**config.mk**
```make
export PLATFORM = sky130hd
export DESIGN_NAME = axi_burst_splitter
export DESIGN_NICKNAME = d
export VERILOG_FILES = /design/src/rtl/axi_burst_splitter.sv
export SDC_FILE = /design/constraint.sdc
export NUM_CORES = 1
export LEC_CHECK = 0
export ABC_AREA = 1
export CELL_PAD_IN_SITES_DETAIL_PLACEMENT = 1
export CELL_PAD_IN_SITES_GLOBAL_PLACEMENT = 2
export CORE_AREA = 5 5 139 141
export CTS_CLUSTER_DIAMETER = 50
export DETAILED_ROUTE_END_ITERATION = 10
export DIE_AREA = 0 0 144 146
export PLACE_DENSITY = 0.84
export REMOVE_ABC_BUFFERS = 1
export SLEW_MARGIN = 5
export SYNTH_ARGS = -nofsm -noshare
export SYNTH_HDL_FRONTEND = slang
export SYNTH_SLANG_ARGS = --single-unit
```
**constraint.sdc**
```tcl
create_clock -name ACLK -period 6.45 [get_ports ACLK]
set_input_delay 0.9675 -clock ACLK [delete_from_list [all_inputs] [get_ports ACLK]]
set_output_delay 0.9675 -clock ACLK [all_outputs]
set_load 0.01 [all_outputs]
```
**src/rtl/axi_burst_splitter.sv**
```systemverilog
// Splits AXI4 write-address bursts into AXI3-sized sub-bursts of at most 2^OUT_LEN_WIDTH beats.
// Optional macro AXI_SPLIT_4K_BOUNDARY_EN also cuts INCR sub-bursts at 4 KB boundaries.
module axi_burst_splitter #(
  parameter int ADDR_WIDTH    = 32,
  parameter int IN_LEN_WIDTH  = 8,
  parameter int OUT_LEN_WIDTH = 4,
  parameter int ID_WIDTH      = 4
) (
  input  logic                     ACLK,
  input  logic                     ARESET,
  input  logic [ID_WIDTH-1:0]      S_AXI_awid,
  input  logic [ADDR_WIDTH-1:0]    S_AXI_awaddr,
  input  logic [IN_LEN_WIDTH-1:0]  S_AXI_awlen,
  input  logic [2:0]               S_AXI_awsize,
  input  logic [1:0]               S_AXI_awburst,
  input  logic [1:0]               S_AXI_awlock,
  input  logic [3:0]               S_AXI_awcache,
  input  logic [2:0]               S_AXI_awprot,
  input  logic                     S_AXI_awvalid,
  output logic                     S_AXI_awready,
  output logic [ID_WIDTH-1:0]      M_AXI_awid,
  output logic [ADDR_WIDTH-1:0]    M_AXI_awaddr,
  output logic [OUT_LEN_WIDTH-1:0] M_AXI_awlen,
  output logic [2:0]               M_AXI_awsize,
  output logic [1:0]               M_AXI_awburst,
  output logic [1:0]               M_AXI_awlock,
  output logic [3:0]               M_AXI_awcache,
  output logic [2:0]               M_AXI_awprot,
  output logic                     M_AXI_awvalid,
  input  logic                     M_AXI_awready,
  output logic                     M_Last_Sub,
  output logic                     Busy
);
  localparam logic [0:0] IDLE  = 1'b0;
  localparam logic [0:0] ISSUE = 1'b1;
  localparam int RW = IN_LEN_WIDTH + 1;
  localparam logic [RW-1:0] MAXB = RW'(2**OUT_LEN_WIDTH);
  localparam logic [1:0] B_FIXED = 2'b00;
  localparam logic [1:0] B_INCR  = 2'b01;
  localparam logic [1:0] B_WRAP  = 2'b10;

  logic [0:0]            state;
  logic [ID_WIDTH-1:0]   id_q;
  logic [ADDR_WIDTH-1:0] addr_q;
  logic [2:0]            size_q;
  logic [1:0]            burst_q;
  logic [1:0]            lock_q;
  logic [3:0]            cache_q;
  logic [2:0]            prot_q;
  logic [RW-1:0]         rem_q;
  logic [RW-1:0]         beats;
  logic                  issue;
  logic                  last;

  // Beats carried by the sub-burst currently on the bus.
`ifdef AXI_SPLIT_4K_BOUNDARY_EN
  logic [12:0] room;
  always_comb begin
    beats = (rem_q > MAXB) ? MAXB : rem_q;
    room  = (13'h1000 - {1'b0, addr_q[11:0]}) >> size_q;
    if (room == '0) room = 13'd1;
    if (burst_q == B_INCR && 32'(room) < 32'(beats)) beats = RW'(room);
  end
`else
  always_comb begin
    beats = (rem_q > MAXB) ? MAXB : rem_q;
  end
`endif

  assign issue = (state == ISSUE);
  assign last  = (rem_q == beats);

  assign S_AXI_awready = !issue && !ARESET;
  assign M_AXI_awvalid = issue && !ARESET;
  assign M_AXI_awlen   = issue ? OUT_LEN_WIDTH'(beats - RW'(1)) : '0;
  assign M_Last_Sub    = issue && last;
  assign Busy          = issue;
  assign M_AXI_awid    = id_q;
  assign M_AXI_awaddr  = addr_q;
  assign M_AXI_awsize  = size_q;
  assign M_AXI_awburst = burst_q;
  assign M_AXI_awlock  = lock_q;
  assign M_AXI_awcache = cache_q;
  assign M_AXI_awprot  = prot_q;

  always_ff @(posedge ACLK) begin
    if (ARESET) begin
      state   <= IDLE;
      id_q    <= '0;
      addr_q  <= '0;
      size_q  <= '0;
      burst_q <= '0;
      lock_q  <= '0;
      cache_q <= '0;
      prot_q  <= '0;
      rem_q   <= '0;
    end else begin
      case (state)
        IDLE: begin
          if (S_AXI_awvalid) begin
            state   <= ISSUE;
            id_q    <= S_AXI_awid;
            addr_q  <= S_AXI_awaddr;
            size_q  <= S_AXI_awsize;
            burst_q <= S_AXI_awburst;
            lock_q  <= S_AXI_awlock[1] ? 2'b00 : S_AXI_awlock;
            cache_q <= S_AXI_awcache;
            prot_q  <= S_AXI_awprot;
            // WRAP cannot be split; oversize WRAP lengths are clipped to one sub-burst.
            if (S_AXI_awburst == B_WRAP && {1'b0, S_AXI_awlen} >= MAXB)
              rem_q <= MAXB;
            else
              rem_q <= {1'b0, S_AXI_awlen} + RW'(1);
          end
        end
        ISSUE: begin
          if (M_AXI_awready) begin
            rem_q <= rem_q - beats;
            if (last) state <= IDLE;
            else if (burst_q == B_INCR)
              addr_q <= addr_q + (ADDR_WIDTH'(beats) << size_q);
          end
        end
        default: state <= IDLE;
      endcase
    end
  end

  logic unused_fixed;
  assign unused_fixed = (B_FIXED == 2'b00);
endmodule

```
==> results summary, run 1 <==
The run finished with clean final reports. STA classifies the critical path startpoint as a register. Yosys mapped a number of flops with a built-in enable equal to 0. The post-synthesis cell type with the largest combined area is sky130_fd_sc_hd__dfxtp_1. The last weighted congestion value of the routability-driven placer came out at 0.814. Measured against the total synthesized area, the mux share comes to 0%. The via count of the first global-routing pass is 5761.

The number of antenna diodes is 0. The worst clock skew is 10.3 ps. The maximum root-to-sink buffer count is 2.

The reported max-cap violation count came out at 0. The synthesized instance count came out at 837. The total via count in the routed design is 5537. The combined global-route utilization of all metal layers is 17.4%. During synthesis, Yosys emitted a total of 0 warnings. After synthesis, the share of flip-flops with an asynchronous set or reset is 0%. The top flip-flop cell by instance count after synthesis is sky130_fd_sc_hd__dfxtp_1. The number of placed I/O pins is 120.

The number of remaining DRC errors came out at 0. In this run the post-CTS setup repair buffer count came out at 0. The cell with the biggest individual delay on the critical path is sky130_fd_sc_hd__inv_2. The count of filler cells inserted in the layout came out at 2364.

The number of hold buffers added after CTS was 0. The total number of placement rows came out at 49. Clock-pin slew was measured on the worst setup and hold paths at 60 ps. The H-tree was split into 3 levels. The insertion delay of the later-clocked pin in the worst-skew pair is 350 ps. Data on the critical path is required at its endpoint by 6670 ps.

Setup violations remaining at the end of the flow were counted as 0. The fraction of the mapped netlist area in compound gates is between 10% and 20%. By area, the combinational part of the netlist is dominated by simple AND/OR/NAND/NOR gates. The number of slew-limit violations in the final report is 0. The initial antenna violation count came out at 0.

The peak fanout along the critical path came out at 51. Dividing the detail-routed via count by the number of cells gives about 4.7. The total power after layout came out at 1.40 mW.

Among all cell types in the netlist, the one instantiated most often is sky130_fd_sc_hd__nand2_1. The portion of the clock cycle consumed by the worst path in the final layout is 59.9%. In this run the static leakage power is 2.85 nW. The DRC marker count from the first detailed-route iteration is roughly 200.

From synthesis to final layout, the design area changed by 36.3%. The minimum period implied by the final worst setup slack came out at 3860 ps. TritonCTS built the clock tree. The number of hold violations in the final report came out at 0. The die footprint came out at 21000 um2.

After detailed routing, the average wire length per cell comes to 15.0 um. The peak supply drop is 125 uV. The path category of the worst min-delay check is reg2reg. The routed wire length came out at 17.8 mm. The detail route stage leaves a number of antenna-violating nets equal to 0.

The number of buffers created by CTS came out at 9. The CTS sink count came out at 59. The global-route congestion overflow total is 0. The minimum hold slack is 469 ps. In this run, synthesis produced a sequential element count of just under 60. The synthesized area is between 4000 and 5000 um2. The number of distinct library cells after synthesis came out at 34. The minimum setup slack after placement is approximately 2500 ps. Setup repair after global routing left no endpoint under its margin. The region available for standard cell placement spans 17800 um2. The synthesized design devotes to its leading area cell type 25.1% of total area. The signal on the critical path passes through buf_4 -> inv_2 -> nand2_2 -> inv_1 -> nor2_1 -> a211oi_2 -> nand2_1 -> buf_4 -> inv_2 -> o21ai_0 -> nand2_1 -> a21oi_1. STA classifies the critical path endpoint as a register. The transition at the pin with the smallest max-transition slack came out at 1080 ps. The synthesized netlist devotes 37.3% of its cell area to simple gates. The wire length of the first global-routing pass came out at 29.3 mm. The maximum achievable frequency is 259 MHz. Headroom to the max-slew limit came out at 27.6%. By count the netlist is led by sky130_fd_sc_hd__nand2_1 (239), sky130_fd_sc_hd__nor2_1 (124), sky130_fd_sc_hd__inv_1 (110), sky130_fd_sc_hd__o21ai_0 (77), sky130_fd_sc_hd__a21oi_1 (72). The layout net count is 1029. The count of port buffers added during placement is 118. The worst setup path is of the reg2reg kind. The post-CTS resize count came out at 0. The total negative setup slack came out at 0 ps. After Yosys synthesis, full adders, half adders and majority gates account for 5.74% of the synthesized area. The estimated wirelength of the detail-placed design is 13.5 mm. The tree is rooted in a sky130_fd_sc_hd__clkbuf_16.

The XOR/XNOR share of the synthesized area is under 10%. The largest net degree at the start of global routing came out at 52. The worst path meets setup with approximately 2600 ps of slack. By area the synthesized netlist is led by sky130_fd_sc_hd__dfxtp_1 (25%), sky130_fd_sc_hd__nand2_1 (19%), sky130_fd_sc_hd__nor2_1 (9.9%). The fraction of layout cells with a size suffix above 1 came out at a little over 3%.

Sequential cells were found to cover 25.1% of the synthesized design area. The detailed-routing iteration count for the pre-antenna-repair pass is 4. The post-synthesis area per instance is 5.63 um2. Once the floorplan was initialized, standard cells occupied about a quarter of the core. For the worst setup path, the data arrival time is 4080 ps. Power spread over the standard cell area amounts to 218 nW/um2.

The floorplan step set the die height to 146 um. The die span in x came out at 144 um. The biggest cell delay along the critical path came out at 630 ps.
-- registers in the layout (all words and copies together) (netlist names) --
register / flops
M_AXI_awburst: 2
rem_q: 9
M_AXI_awcache: 4
Busy: 1
M_AXI_awsize: 3
M_AXI_awlock: 1
M_AXI_awaddr: 32
M_AXI_awprot: 3
M_AXI_awid: 4
-- routing by layer --
metal  part of all wire, %  GRT usage [%]  vias up
met5                     0              0        -
met4                   1.2           4.10        0
met3                   5.1           4.63       13
met2                    46           28.4       82
met1                    48           22.7     2567
li1                      -              -     2875
-- worst max-delay path: cells and delay by family, from the launching register on --
family,cells,cell delay [ps]
AND/OR/NAND/NOR,4,760
buffers and inverters,5,2150
AO/OA/AOI/OAI,3,470
flip-flops,1,300
-- layout make-up --
class / instances / area (um2) / area share (%)
clock buffer: 10 / 229 / 3.57
clock inverter: 6 / 90.1 / 1.40
inverter: 114 / 428 / 6.66
multi-input combinational: 641 / 3000 / 46.7
sequential: 59 / 1180 / 18.4
tap: 229 / 287 / 4.46
timing repair buffer: 121 / 1200 / 18.7
-- report_power, final --
group          internal (mW)  switching, mW
logic                  0.182          0.241
registers              0.400         0.0415
clock network          0.339          0.197
-- placed cells by master, fill, tap and decap left out, types with 2 or more instances in the layout --
master                            netlist  routed
sky130_fd_sc_hd__nand2_1              239     239
sky130_fd_sc_hd__o21ai_0               77      77
sky130_fd_sc_hd__a31oi_1                4       4
sky130_fd_sc_hd__and2_1                 2       2
sky130_fd_sc_hd__a21o_1                 2       2
sky130_fd_sc_hd__xnor2_1                5       5
sky130_fd_sc_hd__clkdlybuf4s50_1        0     118
sky130_fd_sc_hd__clkinv_4               0       2
sky130_fd_sc_hd__inv_1                110     110
sky130_fd_sc_hd__conb_1                 2       6
sky130_fd_sc_hd__a21oi_1               72      72
sky130_fd_sc_hd__buf_4                  2       3
sky130_fd_sc_hd__or2_2                  4       4
sky130_fd_sc_hd__clkbuf_16              0       9
sky130_fd_sc_hd__o211ai_1               4       4
sky130_fd_sc_hd__nor2_1               124     124
sky130_fd_sc_hd__ha_1                  20      20
sky130_fd_sc_hd__inv_2                  3       3
sky130_fd_sc_hd__dfxtp_1               59      58
sky130_fd_sc_hd__nor3_1                14      14
sky130_fd_sc_hd__nand3_1               53      53
sky130_fd_sc_hd__o221ai_1               2       2
sky130_fd_sc_hd__bufinv_16              0       2
sky130_fd_sc_hd__o21ai_1                3       3
-- cell families after synthesis --
logic type | count (synthesis)
AND/OR/NAND/NOR | 439
AO/OA/AOI/OAI | 169
buffers and inverters | 141
flip-flops | 59
adder cells (fa/ha/maj) | 21
XOR/XNOR | 6
other | 2
-- worst paths after layout --
kind              startpoint                to  slack, ps  cells after the start
max                     Busy  M_AXI_awaddr[17]       2590                     12
min          M_AXI_awlock[0]   M_AXI_awlock[0]        470                      2
max reg2reg             Busy  M_AXI_awaddr[17]       2590                     12
min reg2reg  M_AXI_awlock[0]   M_AXI_awlock[0]        470                      2
-- metrics by stage --
stage / instances / area, um2 / util (%)
6_report: 1180 / 6420 / 36.0
5_1_grt: 1180 / 6420 / 36.0
3_3_place_gp: 1164 / 6100 / 34.2
3_5_place_dp: 1164 / 6100 / 34.2
4_1_cts: 1180 / 6420 / 36.0
2_1_floorplan: 814 / 4610 / -
Note: power is estimated with default switching activity, not from simulation.
==> inputs of run 2 (changes only) <==
CORE_AREA = 5 5 144 146   (was 5 5 139 141)
DIE_AREA = 0 0 149 151   (was 0 0 144 146)
PLACE_DENSITY = 0.79   (was 0.84)
clock period = 3.9 ns   (was 6.45 ns; I/O delays follow)
==> run 2 against run 1 <==
Against the previous run: global-route usage fell by 1.0 points; largest power group unchanged; register-to-register slack worse by 1800 ps; critical path type unchanged; highest routed layer unchanged; flip-flop and latch count unchanged; non-clock buffer count rose by 5; hold slack improved by 7.8 ps; wire length hardly changed.
==> results summary, run 2 (synthesis results as in run 1) <==
The worst-case reg-to-reg path depth came to 21 (+9). The final cell count without fillers came out at 1221 (+3.5%). In this run the worst setup path begins at rem_q[5]. The largest net degree at the start of global routing is 39 (-25%). STA classifies the critical path startpoint as a register.

The number of hold violations in the final report is 0 (unchanged). Setup repair after global routing left no endpoint under its margin. The DRC marker count from the first detailed-route iteration came to 165 (-17%).

The peak supply drop is 203 uV (+62%). The worst hold path stage count came out at 2 (unchanged). The last weighted congestion value of the routability-driven placer is 0.805 (-1.2%). The count of port buffers added during placement is 118 (unchanged). Walking the worst path, the cells encountered are nor2_1 -> nand2_1 -> inv_1 -> nand2_1 -> inv_1 -> nand2_1 -> o21ai_0 -> o21ai_0 -> o21ai_0 -> ha_1 -> nand2_1 -> inv_1 -> a21oi_1 -> nand2_1 -> nand2_1 -> nand2_1 -> nand2_1 -> nand2_1 -> o21ai_0 -> nand2_1 -> a21oi_1.

The peak fanout along the critical path came out at 5 (-90%). The total negative setup slack is 0 ps (unchanged). The worst path setup slack after routing is 791 ps (-1790 ps). The die footprint is 22500 um2 (+7.0%). The final routed wire length divided by cell count is 14.5 um (-3.4%).

The via count of the first global-routing pass was 5756 (-0.087%). The flow ran to the end, and the final reports show no timing, DRC or antenna violations. By instance count, the cell type seen most on the critical path is sky130_fd_sc_hd__nand2_1.

The layout net count came out at 1034 (+0.49%). Leaving out fill and tap cells, the most frequent cell in the layout is sky130_fd_sc_hd__nand2_1. The combined global-route utilization of all metal layers came to 16.4% (-1.0 points).

The flip-flop count of the largest register, all copies and words added came out at 32 (unchanged). The combinational power share is 30.3% (about the same). The summed area of non-filler cells in the final layout came out at 6500 um2 (+1.3%).

The CTS sink count is 59 (unchanged). The path category of the worst min-delay check is reg2reg. The number of buffers created by CTS is 9 (unchanged). The buffers inserted during post-CTS setup optimization came out at 0 (unchanged).

The estimated wirelength of the detail-placed design is 14.1 mm (+4.1%). STA classifies the critical path endpoint as a register. The worst slew margin relative to its limit came out at 24.9% (-2.7 points). The sequential share of power was 31.5% (about the same).

The number of slew-limit violations in the final report came to 0 (unchanged). The clock tree root driver cell is sky130_fd_sc_hd__clkbuf_16. The worst hold path begins at M_AXI_awlock[0].

The maximum root-to-sink buffer count came out at 2 (unchanged). The total number of placement rows is 51 (+4.1%). The global-route congestion overflow total is 0 (unchanged). The worst clock skew is 12.1 ps (+1.81 ps).

The depth of the critical timing path with buffers and inverters included came to 21 (+9). TritonCTS built the clock tree. The placed instance area was 6180 um2 (+1.4%). The arrival time reported for the critical path endpoint came to 3390 ps (-690 ps).

The post-route antenna net violation count came to 0 (unchanged). The slowest stage of the critical path is the sky130_fd_sc_hd__dfxtp_1 cell. The vertical die dimension was 151 um (+3.4%). The required arrival time at the worst endpoint is 4180 ps (-2490 ps). The post-placement cell count is 1205 (+3.5%).

The number of antenna diodes is 0 (unchanged). The average via count per standard cell is 4.46 (-4.9%). The power per standard cell area came out at 357 nW/um2 (+64%). The portion of the clock cycle consumed by the worst path in the final layout came out at 79.7% (+20 points).

The minimum period implied by the final worst setup slack came to 3110 ps (-755 ps). The internal power of the cells is 1.54 mW (+68%). From synthesis to final layout, the design area changed by 38.1%. The initial antenna violation count came to 0 (unchanged). The effective utilization at floorplan is 24.4% (-2.0 points). The cell family contributing the most delay on the critical path is simple AND/OR/NAND/NOR gates. The detailed-routing iteration count for the pre-antenna-repair pass came out at 4 (unchanged). The wire length of the first global-routing pass is 29.2 mm (-0.45%). The switching component of the power was 0.777 mW (+62%). The post-CTS resize count is 0 (unchanged). The biggest cell delay along the critical path came out at 330 ps (-300 ps).

The top cell types in the final layout, fill and taps aside, are sky130_fd_sc_hd__nand2_1 (239), sky130_fd_sc_hd__nor2_1 (124), sky130_fd_sc_hd__clkdlybuf4s50_1 (118). The die span in x came to 149 um (+3.5%). The number of placed I/O pins is 120 (unchanged).

The standby leakage power is 2.88 nW (+0.99%). The buffer and inverter count on the worst path came out at 3 (-2). The clock edge transition at the registers on the reported setup and hold paths was 60 ps (about the same). The number of endpoints failing setup at the final stage came to 0 (unchanged). The fraction of layout cells with a size suffix above 1 came out at 3.45% (+0.40 points).

The fraction of the core area covered by cells at the end of the flow came out at 33.8% (-2.2 points). The switching share of power came out at 33.5% (-0.78 points). The insertion delay of the later-clocked pin in the worst-skew pair is 350 ps (about the same). The total via count in the routed design is 5448 (-1.6%). The area inside the core boundary came out at 19300 um2 (+8.0%). The minimum setup slack after placement was 757 ps (-1770 ps).

The maximum achievable frequency is 322 MHz (+24%). The routed wire length came out at 17.7 mm (about the same). The transition at the pin with the smallest max-transition slack is 1120 ps (+40.5 ps).

The worst setup path is of the reg2reg kind. The number of remaining DRC errors came out at 0 (unchanged). The H-tree level count was 3 (unchanged). The share of power burned in the clock network was 38.3% (about the same). The reported max-cap violation count came to 0 (unchanged). The number of hold buffers added after cts came out at 0 (unchanged). The startpoint of the worst-slack reg-to-reg timing path is rem_q[5].
run 2: cell types whose count changed in the layout (fill, tap and decap cells not counted), sizes merged:
cell      change
buf           +5
clkbuf        +2
clkinv        -1
clkinvlp      -1
run 2: layout make-up:
class	count	area (um2)
clock buffer	12	246
clock inverter	4	73.8
fill	2583	12800
inverter	114	428
multi-input combinational	641	3000
sequential	59	1180
tap	265	332
timing repair buffer	126	1240
run 2: per-stage QoR:
stage / total power [mW] / hold WS (ps)
6_report: 2.32 / 476
3_3_place_gp: 1.45 / 461
3_5_place_dp: 1.46 / 474
5_1_grt: 2.47 / 502
4_1_cts: 2.36 / 484
2_1_floorplan: 1.12 / 465
run 2: layer usage:
layer | part of all wire (%) | vias up | track usage (%) | wire, um
met3 | 5.2 | 15 | 4.55 | 916
met5 | 0 | - | 0 | 0
met2 | 46 | 80 | 27.3 | 8090
met1 | 48 | 2454 | 20.7 | 8510
li1 | - | 2899 | - | -
met4 | 1.3 | 0 | 4.62 | 228
run 2: worst paths after layout:
path / endpoint / slack (ps)
worst max-delay path: M_AXI_awaddr[19] / 790
worst min-delay path: M_AXI_awlock[0] / 480
worst max register to register: M_AXI_awaddr[19] / 790
worst min register to register: M_AXI_awlock[0] / 480
run 2: worst reg2reg max path, stage by stage, from the launching register on:
cell	delay, ps
sky130_fd_sc_hd__dfxtp_1	330
sky130_fd_sc_hd__nor2_1	150
sky130_fd_sc_hd__nand2_1	90
sky130_fd_sc_hd__inv_1	90
sky130_fd_sc_hd__nand2_1	120
sky130_fd_sc_hd__inv_1	110
sky130_fd_sc_hd__nand2_1	120
sky130_fd_sc_hd__o21ai_0	230
sky130_fd_sc_hd__o21ai_0	140
sky130_fd_sc_hd__o21ai_0	220
sky130_fd_sc_hd__ha_1	330
sky130_fd_sc_hd__nand2_1	140
sky130_fd_sc_hd__inv_1	50
sky130_fd_sc_hd__a21oi_1	140
sky130_fd_sc_hd__nand2_1	130
sky130_fd_sc_hd__nand2_1	90
sky130_fd_sc_hd__nand2_1	100
sky130_fd_sc_hd__nand2_1	80
sky130_fd_sc_hd__nand2_1	60
sky130_fd_sc_hd__o21ai_0	150
sky130_fd_sc_hd__nand2_1	70
sky130_fd_sc_hd__a21oi_1	110
run 2: power by group through the flow:
stage               clock network [mW]  logic (mW)  registers, mW
floorplan                            0       0.369          0.749
global placement                     0       0.708          0.743
detailed placement                   0       0.711          0.744
CTS                              0.913       0.715          0.731
global route                     0.929       0.803          0.741
finish                           0.888       0.702          0.730
